<file path="config.mk">
export PLATFORM = sky130hd
export DESIGN_NAME = booth_operand_sequencer_flat
export DESIGN_NICKNAME = d
export VERILOG_FILES = /design/src/rtl/booth_operand_sequencer_if.sv /design/src/rtl/booth_operand_sequencer.sv /design/src/flat_wrapper.sv
export SDC_FILE = /design/constraint.sdc
export NUM_CORES = 1
export LEC_CHECK = 0
export CAP_MARGIN = 0
export CORE_MARGIN = 5
export CORE_UTILIZATION = 40
export CTS_CLUSTER_DIAMETER = 30
export DETAILED_ROUTE_END_ITERATION = 10
export DONT_BUFFER_PORTS = 1
export GPL_ROUTABILITY_DRIVEN = 0
export PLACE_DENSITY = 0.6
export SKIP_CTS_REPAIR_TIMING = 1
export SLEW_MARGIN = 20
export SYNTH_ARGS = -nofsm -noshare
export SYNTH_HDL_FRONTEND = slang
export SYNTH_SLANG_ARGS = --single-unit
</file>
<file path="constraint.sdc">
create_clock -name clk -period 4.88 [get_ports clk]
set_input_delay 0 -clock clk [delete_from_list [all_inputs] [get_ports clk]]
set_output_delay 0 -clock clk [all_outputs]
set_load 0.01 [all_outputs]
</file>
<file path="src/rtl/booth_operand_sequencer_if.sv">
// Handshake bundle between the operand sequencer, its operand source,
// the booth multiplier and the result consumer.
// Ports (via modports):
//   slave  : sequencer side (in_ready, mul_*, out_*, fifo_count driven)
//   master : environment side (in_valid/in_a/in_b, mul_done/product, out_ready)
interface booth_operand_sequencer_if #(
    parameter int WIDTH = 4,
    parameter int DEPTH = 4
);
    logic                     in_valid;
    logic                     in_ready;
    logic [WIDTH-1:0]         in_a;
    logic [WIDTH-1:0]         in_b;
    logic                     mul_start;
    logic [WIDTH-1:0]         mul_a;
    logic [WIDTH-1:0]         mul_b;
    logic [2*WIDTH-1:0]       mul_product;
    logic                     mul_done;
    logic                     out_valid;
    logic                     out_ready;
    logic [2*WIDTH-1:0]       out_product;
    logic                     out_err;
    logic [$clog2(DEPTH):0]   fifo_count;

    modport slave (
        input  in_valid, in_a, in_b, mul_product, mul_done, out_ready,
        output in_ready, mul_start, mul_a, mul_b,
        output out_valid, out_product, out_err, fifo_count
    );

    modport master (
        output in_valid, in_a, in_b, mul_product, mul_done, out_ready,
        input  in_ready, mul_start, mul_a, mul_b,
        input  out_valid, out_product, out_err, fifo_count
    );
endinterface

</file>
<file path="src/rtl/booth_operand_sequencer.sv">
// Operand FIFO + start/done sequencer in front of a booth multiplier.
// Ports: clk, rst_n (async, active-low), bus (booth_operand_sequencer_if.slave):
//   operand push (in_*), multiplier start/done (mul_*), result out (out_*),
//   FIFO occupancy (fifo_count).
module booth_operand_sequencer #(
    parameter int WIDTH   = 4,
    parameter int DEPTH   = 4,
    parameter int TIMEOUT = 64
) (
    input  logic                      clk,
    input  logic                      rst_n,
    booth_operand_sequencer_if.slave  bus
);
    localparam int AW = $clog2(DEPTH);
    localparam int CW = $clog2(TIMEOUT + 1);
    localparam logic [AW:0]   FULL  = (AW + 1)'(DEPTH);
    localparam logic [CW-1:0] TLAST = CW'(TIMEOUT - 1);

    typedef enum logic [1:0] {IDLE, ISSUE, WAIT, HOLD} state_t;

    state_t                r_state;
    logic [2*WIDTH-1:0]    r_mem [DEPTH];
    logic [AW-1:0]         r_wptr;
    logic [AW-1:0]         r_rptr;
    logic [AW:0]           r_count;
    logic [CW-1:0]         r_tcnt;
    logic                  r_start;
    logic [WIDTH-1:0]      r_a;
    logic [WIDTH-1:0]      r_b;
    logic                  r_out_valid;
    logic [2*WIDTH-1:0]    r_out_prod;
    logic                  r_out_err;

    logic                  w_full;
    logic                  w_push;
    logic                  w_pop;
    logic [2*WIDTH-1:0]    w_head;

    assign w_full = (r_count == FULL);
    assign w_push = bus.in_valid && !w_full;
    // Pop only from the registered count, so a fresh push is seen next cycle.
    assign w_pop  = (r_state == IDLE) && (r_count != '0);
    assign w_head = r_mem[r_rptr];

    always_ff @(posedge clk) begin
        if (w_push) begin
            r_mem[r_wptr] <= {bus.in_a, bus.in_b};
        end
    end

    always_ff @(posedge clk or negedge rst_n) begin
        if (!rst_n) begin
            r_wptr  <= '0;
            r_rptr  <= '0;
            r_count <= '0;
        end else begin
            if (w_push) begin
                r_wptr <= r_wptr + AW'(1);
            end
            if (w_pop) begin
                r_rptr <= r_rptr + AW'(1);
            end
            unique case ({w_push, w_pop})
                2'b10:   r_count <= r_count + (AW + 1)'(1);
                2'b01:   r_count <= r_count - (AW + 1)'(1);
                default: r_count <= r_count;
            endcase
        end
    end

    always_ff @(posedge clk or negedge rst_n) begin
        if (!rst_n) begin
            r_state     <= IDLE;
            r_tcnt      <= '0;
            r_start     <= 1'b0;
            r_a         <= '0;
            r_b         <= '0;
            r_out_valid <= 1'b0;
            r_out_prod  <= '0;
            r_out_err   <= 1'b0;
        end else begin
            unique case (r_state)
                IDLE: begin
                    if (w_pop) begin
                        r_a     <= w_head[2*WIDTH-1:WIDTH];
                        r_b     <= w_head[WIDTH-1:0];
                        r_start <= 1'b1;
                        r_state <= ISSUE;
                    end
                end
                ISSUE: begin
                    r_start <= 1'b0;
                    r_tcnt  <= '0;
                    r_state <= WAIT;
                end
                WAIT: begin
                    // r_tcnt==0 marks the first WAIT cycle: a done still
                    // high from the previous op must not be taken.
                    if (r_tcnt != '0 && bus.mul_done) begin
                        r_out_prod  <= bus.mul_product;
                        r_out_err   <= 1'b0;
                        r_out_valid <= 1'b1;
                        r_state     <= HOLD;
                    end else if (r_tcnt == TLAST) begin
                        r_out_prod  <= '0;
                        r_out_err   <= 1'b1;
                        r_out_valid <= 1'b1;
                        r_state     <= HOLD;
                    end else begin
                        r_tcnt <= r_tcnt + CW'(1);
                    end
                end
                HOLD: begin
                    if (bus.out_ready) begin
                        r_out_valid <= 1'b0;
                        r_state     <= IDLE;
                    end
                end
                default: r_state <= IDLE;
            endcase
        end
    end

    assign bus.in_ready    = !w_full;
    assign bus.mul_start   = r_start;
    assign bus.mul_a       = r_a;
    assign bus.mul_b       = r_b;
    assign bus.out_valid   = r_out_valid;
    assign bus.out_product = r_out_prod;
    assign bus.out_err     = r_out_err;
    assign bus.fifo_count  = r_count;
endmodule

</file>
<file path="src/flat_wrapper.sv">
// flat-port wrapper written by rule: the top's interface ports become plain ports
module booth_operand_sequencer_flat 
#(
    parameter int WIDTH   = 4,
    parameter int DEPTH   = 4,
    parameter int TIMEOUT = 64
)
  (clk, rst_n, bus_in_valid, bus_in_a, bus_in_b, bus_mul_product, bus_mul_done, bus_out_ready, bus_in_ready, bus_mul_start, bus_mul_a, bus_mul_b, bus_out_valid, bus_out_product, bus_out_err, bus_fifo_count);
  booth_operand_sequencer_if #(.WIDTH(WIDTH), .DEPTH(DEPTH)) bus_i ();
  input  logic clk;
  input  logic rst_n;
  input wire logic [$bits(bus_i.in_valid)-1:0] bus_in_valid;
  input wire logic [$bits(bus_i.in_a)-1:0] bus_in_a;
  input wire logic [$bits(bus_i.in_b)-1:0] bus_in_b;
  input wire logic [$bits(bus_i.mul_product)-1:0] bus_mul_product;
  input wire logic [$bits(bus_i.mul_done)-1:0] bus_mul_done;
  input wire logic [$bits(bus_i.out_ready)-1:0] bus_out_ready;
  output wire logic [$bits(bus_i.in_ready)-1:0] bus_in_ready;
  output wire logic [$bits(bus_i.mul_start)-1:0] bus_mul_start;
  output wire logic [$bits(bus_i.mul_a)-1:0] bus_mul_a;
  output wire logic [$bits(bus_i.mul_b)-1:0] bus_mul_b;
  output wire logic [$bits(bus_i.out_valid)-1:0] bus_out_valid;
  output wire logic [$bits(bus_i.out_product)-1:0] bus_out_product;
  output wire logic [$bits(bus_i.out_err)-1:0] bus_out_err;
  output wire logic [$bits(bus_i.fifo_count)-1:0] bus_fifo_count;
  assign bus_i.in_valid = bus_in_valid;
  assign bus_i.in_a = bus_in_a;
  assign bus_i.in_b = bus_in_b;
  assign bus_i.mul_product = bus_mul_product;
  assign bus_i.mul_done = bus_mul_done;
  assign bus_i.out_ready = bus_out_ready;
  assign bus_in_ready = bus_i.in_ready;
  assign bus_mul_start = bus_i.mul_start;
  assign bus_mul_a = bus_i.mul_a;
  assign bus_mul_b = bus_i.mul_b;
  assign bus_out_valid = bus_i.out_valid;
  assign bus_out_product = bus_i.out_product;
  assign bus_out_err = bus_i.out_err;
  assign bus_fifo_count = bus_i.fifo_count;
  booth_operand_sequencer #(.WIDTH(WIDTH), .DEPTH(DEPTH), .TIMEOUT(TIMEOUT)) u_core (.clk(clk), .rst_n(rst_n), .bus(bus_i));
endmodule
</file>
==> flow_summary.yaml <==
timing:
  fin_tns_setup_ns: 0
  finalCritPeriodShare_pct: 51.4
  timing.fmax_ghz: 0.399
  drv_slew: 0
  rsz0062_at_grt: "false"
  finalSetupViolCount: 0
  fin_crit_ns: 2.51
  tightest_slew_ns: 0.672
  fin_worst_skew_ns: 0.00870
  slew_headroom_pct: 55.0
  finalHoldViolations: 0
cells_and_area:
  syn2layout_area_growth_pct: 18.1
  stdcell_area_sq_um: 3460
  fin_util_pct: 48.2
  drive_above_1_share_pct: 13.3
  final_nets: 268
  nFillCells: 635
  antenna_cells: 0
clocking:
  numCtsBuffers: 9
  clockBufferDepth: 2
  clk_latency_ns: 0.34
  cts_tree: "built"
  clk_pin_slew_ns: 0.07
  htreeDepth: 3
  cts.sinks: 67
  cts_root_buf: "clkbuf_8"
setup_path:
  startpoint_type: "flip-flop"
  crit_arrival_ns: 2.72
  crit_path_end_kind: "flip-flop"
  required_ns: 5.09
  critPathKind: "reg2reg"
  critPathMaxFanout: 11
route:
  ant_nets: 0
  wl_microns: 5620
  vias_per_cell: 5.09
  initialDrtViolationCount: 69
  drcViolationCount: 0
  wl_per_cell_microns: 16.6
  first_pass_iters: 4
  vias: 1727
synth:
  yosys_register_bits: 67
  synthCells: 210
  synth_common_cells: "dfrtp_1, edfxtp_1, nand2_1"
  synth_cell_type_count: 43
  yosysWarnings: 0
  netlist_top_cells_area: "edfxtp_1, dfrtp_1, mux4_2"
  syn_nets: 243
  synthFlopType: "dfrtp_1"
  synth_area_per_cell_sq_um: 13.9
  post-synth-top-count-cell: "dfrtp_1"
  post-synth-top-area-cell: "edfxtp_1"
  synth_edf_count: 32
  syn_area_sq_um: 2930
  seq_area_frac_synth_pct: 62.7
  netlist.area_leader.share_pct: 32.8
  synthArstFlopShare_pct: 52.2
die:
  rows: 31
  ios: 44
  start_util_pct: 40.8
  core_sq_um: 7180
  chipWidth_microns: 95.6
  die_h_microns: 95.6
  fp.dieArea_sq_um: 9130
worst_hold_path:
  hp-class: "in2reg"
run:
  drv_cap: 0
global_route:
  antenna_found_initial: 0
  overflow: 0
  grt_max_degree: 36
  grt_use_total_pct: 12.6
  grt_pass1_wl_microns: 8470
  grt_pass1_vias: 1663
pwr:
  ir_drop_mv: 0.170
  leakagePower_nw: 1.39
  powerDensity_nw_per_um2: 612
outcome:
  status: "finished, final reports clean"
place:
  port_buffers: 0
  hpwlAfterDp_microns: 3770
  place_area_sq_um: 3020
## critical path: stages, from the launching register on
cell and delay [ns]:
dfrtp_1 0.45, nor3_1 0.35, nand2b_1 0.39, inv_1 0.28, ha_1 0.30, inv_1 0.07
fa_1 0.17, xor2_1 0.16, nor2_1 0.07, xor2_1 0.14
## cells by family after synthesis
logic type | count (synthesis) | share of synthesized area (%)
multiplexers | 10 | 6.92
AND/OR/NAND/NOR | 66 | 11.3
XOR/XNOR | 6 | 1.79
flip-flops | 67 | 62.7
buffers and inverters | 19 | 2.61
AO/OA/AOI/OAI | 30 | 9.23
adder cells (fa/ha/maj) | 12 | 5.38
## metal layers
metal | track usage, % | wire [microns]
met1 | 15.7 | 2460
met2 | 19.0 | 2820
met3 | 4.58 | 257
met4 | 7.11 | 83
met5 | 0 | 0
## layout make-up
cell class	count	area [sq um]	area share, %
clock buffer	10	128	3.69
clock inverter	6	88.8	2.57
inverter	12	45.0	1.30
multi-input combinational	124	1010	29.4
sequential	67	1840	53.1
tap	99	124	3.58
timing repair buffer	21	220	6.37
## per-stage QoR
step,power [mW],hold slack [ns],std cells,worst slack [ns]
floorplan,1.46,-0.296,210,2.52
global placement,1.61,-0.295,302,2.41
detailed placement,1.62,-0.295,302,2.35
CTS,2.12,-0.670,318,2.32
global route,2.26,0.0932,339,2.10
finish,2.12,0.0684,339,2.37
## worst paths after layout
| check | to | slack, ns | from | cells past startpoint |
|---|---|---|---|---|
| setup / recovery | u_core.bus.fifo_count[2] | 2.37 | u_core.bus.fifo_count[1] | 9 |
| hold / removal | u_core.r_state[0] | 0.07 | bus_out_ready | 3 |
| setup reg to reg | u_core.bus.fifo_count[2] | 2.37 | u_core.bus.fifo_count[1] | 9 |
| hold reg to reg | u_core.r_tcnt[0] | 0.55 | u_core.r_tcnt[0] | 1 |
| max in group asynchronous | u_core.r_state[0] | 4.56 | rst_n | 2 |
| min in group asynchronous | u_core.r_tcnt[2] | 0.13 | rst_n | 2 |
## report_power, final
group          switching (mW)  internal [mW]  leakage, nW
Sequential              0.193          0.777        0.731
Combinational           0.348          0.300        0.553
Clock                   0.208          0.289        0.105
Total                   0.749           1.37         1.39
## state kept, by name, indices dropped and copies added (netlist names), 2 cells and up
signal / cells
u_core.bus.fifo_count: 3
u_core.bus.mul_a: 4
u_core.bus.mul_b: 4
u_core.bus.out_product: 8
u_core.r_mem: 32
u_core.r_rptr: 2
u_core.r_state: 2
u_core.r_tcnt: 7
u_core.r_wptr: 2
## cell usage in the layout (no fill, tap or decap), drive strengths merged, types with 3 or more instances in the layout
master,count
nor4b,3
and3,6
nand2,31
xnor2,4
o31ai,3
nor3,3
nor2,7
ha,11
o21ai,4
nand4,5
clkbuf,10
nand3,4
a31o,3
edfxtp,32
mux4,8
dfrtp,35
a21oi,3
inv,13
dlygate4sd3,20
a22o,8
Power figures use the tool's default switching activity.
